===== src/rtl/spike_pattern_player_if.sv =====
// Control/status bundle for the spike pattern player.
// master = controller side (loads patterns, starts/stops playback),
// slave  = player side.
interface spike_pattern_player_if #(
  parameter int N_CH  = 3,
  parameter int LEN   = 40,
  parameter int DIV_W = 8
);
  localparam int CNT_W = $clog2(LEN);
  localparam int CH_W  = (N_CH > 1) ? $clog2(N_CH) : 1;

  logic             load_en;
  logic [CH_W-1:0]  load_ch;
  logic [LEN-1:0]   load_data;
  logic             load_err;
  logic             start;
  logic             stop;
  logic             loop_en;
  logic [DIV_W-1:0] div;
  logic [N_CH-1:0]  ch_en;
  logic [N_CH-1:0]  spikes;
  logic             busy;
  logic             done;
  logic [CNT_W-1:0] step_idx;

  modport master (
    output load_en, load_ch, load_data, start, stop, loop_en, div, ch_en,
    input  load_err, spikes, busy, done, step_idx
  );

  modport slave (
    input  load_en, load_ch, load_data, start, stop, loop_en, div, ch_en,
    output load_err, spikes, busy, done, step_idx
  );
endinterface


===== src/rtl/spike_pattern_player.sv =====
// Multi-channel spike-train source: one LEN-bit pattern per channel,
// all channels replayed in lockstep MSB first at a programmable step rate.

// One channel: pattern storage plus its registered spike output.
module spike_pattern_lane #(
  parameter int LEN   = 40,
  parameter int CNT_W = 6
) (
  input  logic             clk,
  input  logic             rst_n,
  input  logic             i_wr,
  input  logic [LEN-1:0]   i_data,
  input  logic             i_upd,
  input  logic             i_clr,
  input  logic [CNT_W-1:0] i_col,
  input  logic             i_en,
  output logic             o_spike
);
  logic [LEN-1:0] r_pat;
  logic           r_spike;

  // Pattern write and spike column select; clear wins over update.
  always_ff @(posedge clk or negedge rst_n) begin
    if (!rst_n) begin
      r_pat   <= '0;
      r_spike <= 1'b0;
    end else begin
      if (i_wr) r_pat <= i_data;
      if (i_clr)      r_spike <= 1'b0;
      else if (i_upd) r_spike <= r_pat[i_col] & i_en;
    end
  end

  assign o_spike = r_spike;
endmodule

module spike_pattern_player #(
  parameter int N_CH  = 3,
  parameter int LEN   = 40,
  parameter int DIV_W = 8
) (
  input  logic                  clk,
  input  logic                  rst_n,
  spike_pattern_player_if.slave bus
);
  localparam int CNT_W = $clog2(LEN);
  localparam int CH_W  = (N_CH > 1) ? $clog2(N_CH) : 1;
  localparam logic [CNT_W-1:0] LAST = CNT_W'(LEN - 1);
  // One extra bit so N_CH itself is representable for the range check.
  localparam logic [CH_W:0]    NCH  = (CH_W + 1)'(N_CH);

  typedef enum logic {S_IDLE, S_PLAY} state_t;

  state_t           r_state;
  logic [CNT_W-1:0] r_idx;
  logic [DIV_W-1:0] r_tick;
  logic             r_busy;
  logic             r_done;
  logic             r_err;

  logic             w_ch_ok;
  logic             w_adv;
  logic             w_start;
  logic             w_wr;
  logic             w_upd;
  logic             w_clr;
  logic [CNT_W-1:0] w_col;
  logic [N_CH-1:0]  w_spk;

  assign w_ch_ok = ({1'b0, bus.load_ch} < NCH);
  // >= so that lowering div below the running tick ends the step at once.
  assign w_adv   = (r_tick >= bus.div);
  // A load in the same cycle takes precedence; start must be re-asserted.
  assign w_start = bus.start & ~bus.load_en;

  // Lane controls: which column to present next, or blank the outputs.
  always_comb begin
    w_wr  = 1'b0;
    w_upd = 1'b0;
    w_clr = 1'b0;
    w_col = LAST;
    case (r_state)
      S_IDLE: begin
        w_wr = bus.load_en & w_ch_ok;
        if (w_start) w_upd = 1'b1;
      end
      S_PLAY: begin
        if (bus.stop) begin
          w_clr = 1'b1;
        end else if (w_adv) begin
          if (r_idx != '0) begin
            w_upd = 1'b1;
            w_col = r_idx - 1'b1;
          end else if (bus.loop_en) begin
            w_upd = 1'b1;
          end else begin
            w_clr = 1'b1;
          end
        end
      end
      default: ;
    endcase
  end

  // Playback FSM: step divider, step index and status pulses.
  always_ff @(posedge clk or negedge rst_n) begin
    if (!rst_n) begin
      r_state <= S_IDLE;
      r_idx   <= LAST;
      r_tick  <= '0;
      r_busy  <= 1'b0;
      r_done  <= 1'b0;
      r_err   <= 1'b0;
    end else begin
      r_done <= 1'b0;
      r_err  <= bus.load_en & ((r_state == S_PLAY) | ~w_ch_ok);
      case (r_state)
        S_IDLE: begin
          if (w_start) begin
            r_state <= S_PLAY;
            r_busy  <= 1'b1;
            r_idx   <= LAST;
            r_tick  <= '0;
          end
        end
        S_PLAY: begin
          if (bus.stop) begin
            r_state <= S_IDLE;
            r_busy  <= 1'b0;
          end else if (!w_adv) begin
            r_tick <= r_tick + 1'b1;
          end else begin
            r_tick <= '0;
            if (r_idx != '0) begin
              r_idx <= r_idx - 1'b1;
            end else if (bus.loop_en) begin
              r_idx <= LAST;
            end else begin
              r_state <= S_IDLE;
              r_busy  <= 1'b0;
              r_idx   <= LAST;
              r_done  <= 1'b1;
            end
          end
        end
        default: r_state <= S_IDLE;
      endcase
    end
  end

  for (genvar c = 0; c < N_CH; c++) begin : g_lane
    spike_pattern_lane #(.LEN(LEN), .CNT_W(CNT_W)) u_lane (
      .clk     (clk),
      .rst_n   (rst_n),
      .i_wr    (w_wr && (bus.load_ch == CH_W'(c))),
      .i_data  (bus.load_data),
      .i_upd   (w_upd),
      .i_clr   (w_clr),
      .i_col   (w_col),
      .i_en    (bus.ch_en[c]),
      .o_spike (w_spk[c])
    );
  end

  assign bus.spikes   = w_spk;
  assign bus.busy     = r_busy;
  assign bus.done     = r_done;
  assign bus.load_err = r_err;
  assign bus.step_idx = r_idx;
endmodule


===== src/flat_wrapper.sv =====
// flat-port wrapper written by rule: the top's interface ports become plain ports
module spike_pattern_player_flat 
#(
  parameter int N_CH  = 3,
  parameter int LEN   = 40,
  parameter int DIV_W = 8
)
  (clk, rst_n, bus_load_en, bus_load_ch, bus_load_data, bus_start, bus_stop, bus_loop_en, bus_div, bus_ch_en, bus_load_err, bus_spikes, bus_busy, bus_done, bus_step_idx);
  spike_pattern_player_if #(.N_CH(N_CH), .LEN(LEN), .DIV_W(DIV_W)) bus_i ();
  input  logic clk;
  input  logic rst_n;
  input wire logic [$bits(bus_i.load_en)-1:0] bus_load_en;
  input wire logic [$bits(bus_i.load_ch)-1:0] bus_load_ch;
  input wire logic [$bits(bus_i.load_data)-1:0] bus_load_data;
  input wire logic [$bits(bus_i.start)-1:0] bus_start;
  input wire logic [$bits(bus_i.stop)-1:0] bus_stop;
  input wire logic [$bits(bus_i.loop_en)-1:0] bus_loop_en;
  input wire logic [$bits(bus_i.div)-1:0] bus_div;
  input wire logic [$bits(bus_i.ch_en)-1:0] bus_ch_en;
  output wire logic [$bits(bus_i.load_err)-1:0] bus_load_err;
  output wire logic [$bits(bus_i.spikes)-1:0] bus_spikes;
  output wire logic [$bits(bus_i.busy)-1:0] bus_busy;
  output wire logic [$bits(bus_i.done)-1:0] bus_done;
  output wire logic [$bits(bus_i.step_idx)-1:0] bus_step_idx;
  assign bus_i.load_en = bus_load_en;
  assign bus_i.load_ch = bus_load_ch;
  assign bus_i.load_data = bus_load_data;
  assign bus_i.start = bus_start;
  assign bus_i.stop = bus_stop;
  assign bus_i.loop_en = bus_loop_en;
  assign bus_i.div = bus_div;
  assign bus_i.ch_en = bus_ch_en;
  assign bus_load_err = bus_i.load_err;
  assign bus_spikes = bus_i.spikes;
  assign bus_busy = bus_i.busy;
  assign bus_done = bus_i.done;
  assign bus_step_idx = bus_i.step_idx;
  spike_pattern_player #(.N_CH(N_CH), .LEN(LEN), .DIV_W(DIV_W)) u_core (.clk(clk), .rst_n(rst_n), .bus(bus_i));
endmodule

===== config.mk =====
export PLATFORM = sky130hd
export DESIGN_NAME = spike_pattern_player_flat
export DESIGN_NICKNAME = d
export VERILOG_FILES = /design/src/rtl/spike_pattern_player_if.sv /design/src/rtl/spike_pattern_player.sv /design/src/flat_wrapper.sv
export SDC_FILE = /design/constraint.sdc
export NUM_CORES = 1
export LEC_CHECK = 0
export CORE_UTILIZATION = 35
export CTS_CLUSTER_DIAMETER = 40
export DETAILED_ROUTE_END_ITERATION = 12
export GPL_TIMING_DRIVEN = 1
export PLACE_DENSITY = 0.66
export SETUP_SLACK_MARGIN = 0.1
export SLEW_MARGIN = 20
export SYNTH_ARGS = -nofsm -noshare
export SYNTH_HDL_FRONTEND = slang
export SYNTH_SLANG_ARGS = --single-unit

===== constraint.sdc =====
create_clock -name clk -period 2.4 [get_ports clk]
set_input_delay 0.6 -clock clk [delete_from_list [all_inputs] [get_ports clk]]
set_output_delay 0.6 -clock clk [all_outputs]
set_load 0.01 [all_outputs]

**Yosys cells after proc, flatten, opt, wreduce, memory -nomap -nowiden**

Index checks and enable logic that the tools add are counted.

- Input bits: 59
- Bits in registers: 141
- Word-level logic and storage cells: 91

- Add/subtract/negate cells: 2
- Bitwise gates (word level): 10
- Equality and inequality tests: 8
- Reductions and logical operators: 9
- Multiplexer cells: 47
- Order comparisons: 3

Operators with widths:

| operator | number |
|---|---|
| $mux W6 | 7 |
| $mux W1 | 29 |
| $mux W8 | 3 |
| $bmux W1 S6 | 3 |
| $pmux W8 S2 | 1 |
| $pmux W6 S2 | 1 |
| $ne A3 B3 Y1 const B | 3 |
| $add A8 B1 Y8 const B | 1 |
| $ge A8 B8 Y1 | 1 |
| $lt A6 B7 Y1 const B | 1 |
| $and A1 B1 Y1 | 6 |
| $pmux W1 S2 | 3 |
| $reduce_bool A6 Y1 | 1 |
| $sub A6 B1 Y6 const B | 1 |
| $ne A2 B2 Y1 const B | 2 |
| $reduce_and A4 Y1 | 1 |
| $logic_and A1 B1 Y1 | 3 |
| $not A1 Y1 | 3 |
| $reduce_and A3 Y1 | 1 |
| $eq A2 B1 Y1 const B | 1 |
| $eq A2 B2 Y1 const B | 1 |
| $logic_not A2 Y1 | 1 |
| $lt A2 B2 Y1 const B | 1 |
| $ne A2 B1 Y1 const B | 1 |
| 3 further kinds | 3 |

**Depth between registers and ports, before layout**

Gate-level depths: netlist of run 1.

- Depth in word-level cells: 10
- Mapped depth: 12
- Mapped depth without buffers: 10

**By module**

From an unflattened synthesis of run 1, not the netlist that was laid out.

- Cell total of the unflattened synthesis: 502
- Area total of the unflattened synthesis: 6950.4 µm²

By module, submodules not included:

| module | seq. area each (µm²) | area an instance (µm²) | instances | cells each |
|---|---|---|---|---|
| spike_pattern_lane | 1026.0 | 1881.8 | 3 | 121 |
| spike_pattern_player | 455.4 | 1305.0 | 1 | 139 |

**Worst setup path after synthesis of run 1**

OpenSTA, ideal clock, no wires.

- Path kind: flip-flop to flip-flop
- Start point: register u_core.r_idx[0], in the netlist u_core.bus.step_idx[0]
- End point: register u_core.g_lane[2].u_lane.r_spike
- Stages on the path, launching flop included: 11
- Data arrival time: 2.557 ns
- Slack: -0.302 ns
- Required time: 2.255 ns
- Path through: dfstp_2 -> inv_1 -> ha_1 -> nor2b_1 -> a211oi_4 -> buf_2 -> mux2_2 -> o21ai_0 -> o22ai_1 -> a22oi_1 -> a41oi_1

- Longest elaborated chain between the ends: 10

Ends and longest elaborated chain:

| what | line | RTL |
|---|---|---|
| start: declaration | spike_pattern_player.sv:55 | `logic [CNT_W-1:0] r_idx;` |
| start signal: assignment | spike_pattern_player.sv:135 | `r_idx <= r_idx - 1'b1;` |
| $sub A6 B1 Y6 or $reduce_bool A6 Y1 (tied branches) | spike_pattern_player.sv:93, spike_pattern_player.sv:91 |  |
| $mux W6 | spike_pattern_player.sv:91 | `if (r_idx != '0) begin` |
| $mux W6 | spike_pattern_player.sv:90 | `end else if (w_adv) begin` |
| $mux W6 | spike_pattern_player.sv:88 | `if (bus.stop) begin` |
| $mux W6 | spike_pattern_player.sv:82 | `case (r_state)` |
| $bmux W1 S6 | spike_pattern_player.sv:30 | `else if (i_upd) r_spike <= r_pat[i_col] & i_en;` |
| $mux W1 (implied by the code) | spike_pattern_player.sv:30 |  |
| $and A1 B1 Y1 | spike_pattern_player.sv:30 |  |
| $mux W1 | spike_pattern_player.sv:30 |  |
| $mux W1 | spike_pattern_player.sv:29 | `if (i_clr) r_spike <= 1'b0;` |
| end signal: assignment | spike_pattern_player.sv:30 |  |
| end: declaration | spike_pattern_player.sv:20 | `logic r_spike;` |

Parallel ways exist; a longest one is shown, timed or not. The select of a mux whose other input is x is not followed.
A chain may end at the register's enable or synchronous reset.

**Worst setup path after layout of run 1**

- Start point: register u_core.r_tick[0]
- End point: register u_core.g_lane[2].u_lane.r_spike

- Longest elaborated chain between the ends: 9

Ends and longest elaborated chain:

| what | line | RTL |
|---|---|---|
| start: declaration | spike_pattern_player.sv:56 | `logic [DIV_W-1:0] r_tick;` |
| start signal: assignment | spike_pattern_player.sv:131 | `r_tick <= r_tick + 1'b1;` |
| $ge A8 B8 Y1 (*) | spike_pattern_player.sv:72 | `assign w_adv = (r_tick >= bus.div);` |
| $mux W6 | spike_pattern_player.sv:90 |  |
| $mux W6 | spike_pattern_player.sv:88 |  |
| $mux W6 | spike_pattern_player.sv:82 |  |
| $bmux W1 S6 | spike_pattern_player.sv:30 |  |
| $mux W1 (implied by the code) | spike_pattern_player.sv:30 |  |
| $and A1 B1 Y1 | spike_pattern_player.sv:30 |  |
| $mux W1 | spike_pattern_player.sv:30 |  |
| $mux W1 | spike_pattern_player.sv:29 |  |

Every way passes the cells marked *; elsewhere a longest branch is shown, timed or not. The select of a mux whose other input is x is not followed.

==> impl_metrics.csv, run 1 <==
group,metric,value,unit
timing,timing.final.crit_share,112,%
power,ir_worst_vdd,0.427,mV
die,die_y,144,um
worst_setup_path,crit_path_end_kind,"flop",
timing,relSlewSlack,66.4,%
synthesis,avgSynthCellArea,12.2,um^2
worst_setup_path,worstReg2RegStart,"u_core.r_tick[0]$_DFFE_PN0P_",
die,rows,51,
clocking,hold_buffers,0,
drt,drt_pass1_iterations,5,
die,core-area,19700,um^2
clocking,cts_made_buffers,17,
worst_setup_path,reg2reg_depth,13,
global_route,overflow,0,
placed_design,io_buffers,70,
hold_path,hp-class,"primary input to asynchronous set/reset pin",
cells_and_area,final_cell_mix,"137 x dfrtp_1, 121 x mux2_2, 65 x buf_4, 61 x clkdlybuf4s50_1, 26 x nand2_1",
synthesis,ys_types,68,
run,max_cap_violations,0,
worst_setup_path,criticalPathCategory,"flop to flop",
cells_and_area,final_cell_area,9750,um^2
worst_setup_path,path_delay_family,"compound AO/OA/AOI/OAI gates",
timing,setup_viol,3,
global_route,first_global_vias,5683,
drt,route.detailed.wl_per_inst,19.5,um
synthesis,async_reset_ff_share,100,%
cells_and_area,drive_gt1_share,43.6,%
worst_setup_path,path_depth,13,
die,die_area,20900,um^2
clocking,cts_sinks,141,
placed_design,hpwl,13600,um
clocking,clockBufferDepth,2,
synthesis,yosys.area_share.adder,1.94,%
timing,final-max-slew-violation-count,0,
drt,drt_iter0_drc,303,
timing,finalCriticalPeriod,2.68,ns
clocking,cts_root_buffer,"clkbuf_16",
synthesis,synth_seq_cells,141,
die,pin_count,71,
synthesis,synth_top_family_by_area,"multiplexers",
cells_and_area,final_common_cell,"dfrtp_1",
worst_setup_path,critPathSlowestCell,"dfrtp_1",
cells_and_area,fin_util,49.6,%
clocking,cts_tree,"done",
synthesis,syn_nets,652,
die,initial_core_util,36.2,%
worst_setup_path,max_stage_delay,0.39,ns
timing,rsz0062_at_grt,"true",
power,leakage,4.12,nW
drt,wl,19400,um
synthesis,synthXorXnorAreaFrac,1.23,%
cells_and_area,final_cells,997,
synthesis,yosys.area_share.simple,8.52,%
drt,ant_nets,0,
global_route,grt_pass1_wl,30900,um
synthesis,yosysTopAreaCell,"dfrtp_1",
synthesis,synth_area_leaders,"dfrtp_1 48%, mux2_2 19%, and3_1 2.2%",
synthesis,ys.flop_type,"dfrtp_1",
synthesis,synth_compound_area_share,12.4,%
timing,hold_violations,0,
synthesis,postSynthCellCount,582,
worst_setup_path,worstPathMaxFanout,7,
timing,worst_pin_slew,0.504,ns
timing,fin_skew,0.0202,ns
cells_and_area,area_growth,37.2,%
global_route,antenna_found_initial,0,
synthesis,synth_top_area_share,48.2,%
drt,num_vias,5251,
clocking,htree_levels,4,
drt,avgViaCountPerCell,5.27,
cells_and_area,final_nets,790,
synthesis,synth_edf_count,0,
timing,postLayoutSetupSlackWorst,-0.281,ns
worst_setup_path,worst_setup_path_start_kind,"flop",
worst_setup_path,r2r_slack,-0.28,ns
worst_setup_path,cp.buffers_inverters,4,
placed_design,place.gp.congestion,0.875,
power,p_per_area,785,nW/um^2
worst_setup_path,cp_common_cell,"buf_4",
synthesis,synth_warnings,0,
worst_setup_path,r2r-end,"u_core.g_lane[2].u_lane.o_spike$_DFFE_PN0P_",
timing,fmax,373,MHz
worst_setup_path,cp.required,2.76,ns
worst_setup_path,crit_chain,"inv_2 -> ha_4 -> nand2b_4 -> a2111oi_4 -> buf_4 -> o21bai_4 -> buf_8 -> buf_4 -> a21oi_2 -> o211ai_1 -> a211oi_1 -> a21boi_1 -> a41oi_2",
global_route,grt.total_usage,19.9,%
cells_and_area,n_antenna_cell,0,
die,die_w,144,um
outcome,status,"finished with violations",
synthesis,synth_mux_area_share,22.3,%
synthesis,synthesis.area,7110,um^2
worst_setup_path,cp.arrival,3.04,ns
clocking,worstSkewPairLatency,0.44,ns
placed_design,dp.cells,950,
clocking,clkTransAtPathRegs,0.06,ns
synthesis,ys_seq_area_share,49.7,%
drt,route.detailed.drc,0,
outcome,violations,"negative setup slack",
placed_design,placed_area,8750,um^2
global_route,grt_max_degree,53,
final cells by class:
| type | count | area (um^2) |
|---|---|---|
| Clock inverter | 11 | 190 |
| Multi-Input combinational cell | 386 | 3660 |
| Clock buffer | 20 | 457 |
| Fill cell | 1720 | 9900 |
| Tap cell | 265 | 332 |
| Timing Repair Buffer | 155 | 1500 |
| Inverter | 19 | 76.3 |
| Sequential cell | 141 | 3530 |
routing by layer:
layer | up-vias | wire length (um) | global-route usage [%]
met4 | 0 | 348 | 8.98
met1 | 2664 | 8300 | 24.4
met2 | 133 | 9970 | 34.0
met5 | - | 0 | 0
li1 | 2426 | - | -
met3 | 28 | 803 | 3.61
stage by stage:
step                setup TNS (ns)  hold slack (ns)  setup slack (ns)  power (W)
global placement            -10.30            0.483            -0.928    0.00462
CTS                          -1.12            0.135            -0.403    0.00766
finish                      -0.765            0.126            -0.281    0.00765
floorplan                   -0.279            0.304            -0.112    0.00409
detailed placement          -11.28            0.490            -0.970    0.00472
global route                 -1.16            0.165            -0.448    0.00797
how the worst max path moves through the flow:
stage	from	to
global route	u_core.bus.step_idx[1]$_DFFE_PN1P_	u_core.g_lane[2].u_lane.o_spike$_DFFE_PN0P_
global placement	bus_div[5]	u_core.g_lane[0].u_lane.o_spike$_DFFE_PN0P_
CTS	u_core.r_tick[0]$_DFFE_PN0P_	u_core.g_lane[2].u_lane.o_spike$_DFFE_PN0P_
detailed placement	bus_div[5]	u_core.g_lane[2].u_lane.o_spike$_DFFE_PN0P_
floorplan	bus_div[0]	u_core.g_lane[2].u_lane.o_spike$_DFFE_PN0P_
finish	u_core.r_tick[0]$_DFFE_PN0P_	u_core.g_lane[2].u_lane.o_spike$_DFFE_PN0P_
cell usage after synthesis (6+ instances only):
| cell type | n |
|---|---|
| and3_1 | 25 |
| mux2i_1 | 9 |
| nand2_1 | 26 |
| a31oi_1 | 8 |
| o22ai_1 | 6 |
| nand3_1 | 9 |
| buf_4 | 8 |
| a21oi_1 | 7 |
| inv_1 | 19 |
| nor2_1 | 25 |
| a221oi_1 | 6 |
| mux2_2 | 121 |
| o21ai_1 | 6 |
| dfrtp_1 | 137 |
| ha_1 | 11 |
| buf_2 | 11 |
| a211oi_1 | 19 |
| clkbuf_1 | 13 |
| mux2_1 | 8 |
| o21ai_0 | 23 |
state kept, by name, summed over array words and instances, names as in the netlist:
register                      flops
u_core.r_state                    1
u_core.g_lane.u_lane.r_pat      120
u_core.bus.done                   1
u_core.g_lane.u_lane.o_spike      3
u_core.bus.load_err               1
u_core.bus.busy                   1
u_core.bus.step_idx               6
u_core.r_tick                     8
logic make-up after synthesis:
group                    count (synthesis)
AO/OA/AOI/OAI                          115
XOR/XNOR                                10
adder cells (fa/ha/maj)                 11
buffers and inverters                   55
flip-flops                             141
multiplexers                           140
AND/OR/NAND/NOR                        110
worst reg2reg max path: stages, from the launching register on:
cell       delay [ns]
dfrtp_1          0.39
inv_2            0.08
ha_4             0.19
nand2b_4         0.14
a2111oi_4        0.32
buf_4            0.18
o21bai_4         0.07
buf_8            0.16
buf_4            0.15
a21oi_2          0.15
o211ai_1         0.21
a211oi_1         0.28
a21boi_1         0.12
a41oi_2          0.17
report_power, final:
part | switching (W) | internal [W] | total (W)
Clock | 0.00100 | 0.00189 | 0.00289
Sequential | 0.000363 | 0.00293 | 0.00329
Combinational | 0.000595 | 0.000884 | 0.00148
Total | 0.00196 | 0.00570 | 0.00765
timing repair:
action	in CTS	in global routing
gates resized for setup	31	30
buffers inserted	16	0
pin swaps	19	17
cloned	0	0
endpoints found under the setup margin	16	16
Note: power is estimated with default switching activity, not from simulation.
==> inputs of run 2 (changes only) <==
- CTS_BUF_LIST: not set -> sky130_fd_sc_hd__clkbuf_8 sky130_fd_sc_hd__clkbuf_16
- CTS_CLUSTER_DIAMETER: 40 -> 60
==> impl_metrics.csv, run 2 (synthesis results as in run 1) <==
group,metric,value,unit
outcome,status,"finished with violations",
outcome,violations,"negative setup slack",
global_route,top_usage_layer,"met2",
clocking,cts_sinks,141,
timing,relSlewSlack,66.2,%
timing,final-max-slew-violation-count,0,
timing,fin_skew,0.00930,ns
clocking,hold_buffers,0,
global_route,overflow,0,
worst_setup_path,worstReg2RegStart,"u_core.r_tick[0]$_DFFE_PN0P_",
worst_setup_path,cp.arrival,3.03,ns
global_route,grt.total_usage,19.9,%
timing,postLayoutSetupSlackWorst,-0.281,ns
global_route,grt_max_degree,53,
power,ir_worst_vdd,0.428,mV
die,pin_count,71,
clocking,cts_root_buffer,"clkbuf_16",
clocking,htree_levels,4,
worst_setup_path,crit_path_end_kind,"flop",
worst_setup_path,path_delay_family,"compound AO/OA/AOI/OAI gates",
worst_setup_path,reg2reg_depth,13,
cells_and_area,largest_reg_flops,120,
timing,setup_viol,3,
cells_and_area,final_nets,790,
placed_design,place.gp.congestion,0.875,
worst_setup_path,cp.buffers_inverters,4,
power,p_sw,0.00196,W
worst_setup_path,critPathSlowestCell,"dfrtp_1",
die,die_area,20900,um^2
die,die_w,144,um
worst_setup_path,r2r-end,"u_core.g_lane[2].u_lane.o_spike$_DFFE_PN0P_",
worst_setup_path,criticalPathCategory,"flop to flop",
die,initial_core_util,36.2,%
power,pwr-share-clk,37.7,%
die,die_y,144,um
placed_design,io_buffers,70,
drt,avgViaCountPerCell,5.27,
drt,drt_iter0_drc,304,
cells_and_area,final_cell_mix,"137 x dfrtp_1, 121 x mux2_2, 65 x buf_4, 61 x clkdlybuf4s50_1, 26 x nand2_1",
worst_setup_path,cp.required,2.75,ns
cells_and_area,final_common_cell,"dfrtp_1",
global_route,grt_use_met1,24.4,%
global_route,grt_pass1_wl,30900,um
hold_path,hp-class,"primary input to asynchronous set/reset pin",
worst_setup_path,max_stage_delay,0.39,ns
drt,wl,19500,um
drt,num_vias,5253,
cells_and_area,regMostFlops,"u_core.g_lane.u_lane.r_pat",
worst_setup_path,cp_common_cell,"buf_4",
power,power,0.00765,W
drt,drt_pass1_iterations,4,
clocking,clkTransAtPathRegs,0.06,ns
timing,worst_pin_slew,0.507,ns
worst_setup_path,crit_chain,"inv_2 -> ha_4 -> nand2b_4 -> a2111oi_4 -> buf_4 -> o21bai_4 -> buf_8 -> buf_4 -> a21oi_2 -> o211ai_1 -> a211oi_1 -> a21boi_1 -> a41oi_2",
worst_setup_path,worst_setup_path_start_kind,"flop",
cells_and_area,fin_util,49.6,%
global_route,gr-usage-met2,34.0,%
cells_and_area,drive_gt1_share,43.6,%
clocking,clockBufferDepth,2,
drt,route.detailed.wl_per_inst,19.5,um
cells_and_area,final_cell_area,9750,um^2
placed_design,placed_area,8750,um^2
timing,rsz0062_at_grt,"true",
global_route,antenna_found_initial,0,
drt,ant_nets,0,
timing,hold_violations,0,
die,rows,51,
power,leakage,4.12,nW
global_route,grtUsageMet3,3.61,%
timing,finalCriticalPeriod,2.68,ns
die,core-area,19700,um^2
cells_and_area,n_antenna_cell,0,
clocking,cts_tree,"done",
timing,holdWs,0.125,ns
power,swShare,25.6,%
power,seqPwrFrac,43.0,%
clocking,cts_made_buffers,17,
global_route,first_global_vias,5683,
worst_setup_path,r2r_slack,-0.28,ns
clocking,worstSkewPairLatency,0.43,ns
cells_and_area,area_growth,37.2,%
run,max_cap_violations,0,
power,intPower,0.00569,W
drt,route.detailed.drc,0,
timing,fmax,373,MHz
placed_design,dp_slack,-0.970,ns
power,p_per_area,785,nW/um^2
power,combPwrFrac,19.3,%
worst_setup_path,worstPathMaxFanout,7,
placed_design,hpwl,13600,um
timing,timing.final.crit_share,112,%
==> run 2: worst max path at each step <==
| stage | start | to | slack [ns] | depth (start not counted) |
|---|---|---|---|---|
| after floorplan | bus_div[0] | u_core.g_lane[2].u_lane.o_spike$_DFFE_PN0P_ | -0.11 | 11 |
| after global placement | bus_div[5] | u_core.g_lane[0].u_lane.o_spike$_DFFE_PN0P_ | -0.93 | 12 |
| after detailed placement | bus_div[5] | u_core.g_lane[2].u_lane.o_spike$_DFFE_PN0P_ | -0.97 | 12 |
| after CTS | u_core.r_tick[0]$_DFFE_PN0P_ | u_core.g_lane[2].u_lane.o_spike$_DFFE_PN0P_ | -0.40 | 13 |
| after global routing | u_core.bus.step_idx[1]$_DFFE_PN1P_ | u_core.g_lane[2].u_lane.o_spike$_DFFE_PN0P_ | -0.45 | 10 |
| final | u_core.r_tick[0]$_DFFE_PN0P_ | u_core.g_lane[2].u_lane.o_spike$_DFFE_PN0P_ | -0.28 | 13 |
==> run 2: final cells by class <==
cell class / count / area (um^2)
clock buffers: 19 / 453
clock inverters: 12 / 194
fillers: 1720 / 9900
inverters: 19 / 76.3
multi-input cells: 386 / 3660
flip-flops and latches: 141 / 3530
well taps: 265 / 332
repair buffers: 155 / 1500
==> run 2: power by group through the flow <==
stage               Clock (W)  Sequential (W)  Combinational [W]
global route          0.00302         0.00335            0.00160
CTS                   0.00293         0.00327            0.00146
global placement            0         0.00327            0.00135
detailed placement          0         0.00331            0.00141
finish                0.00289         0.00329            0.00148
floorplan                   0         0.00316           0.000930
==> run 2: through the flow <==
stage,TNS (ns),std cells
2_1_floorplan,-0.279,582
3_3_place_gp,-10.30,950
3_5_place_dp,-11.28,950
4_1_cts,-1.12,997
5_1_grt,-1.16,997
6_report,-0.765,997
==> run 2: repair_timing <==
action,in CTS,in global routing
resized for setup,31,30
setup endpoints to repair,16,16
pin swaps,19,17
buffers inserted,16,0
==> run 2: routing by layer <==
metal	vias to the layer above	part of all wire (%)
li1	2421	-
met1	2671	43
met2	134	51
met3	27	3.6
met4	0	2.2
met5	-	0
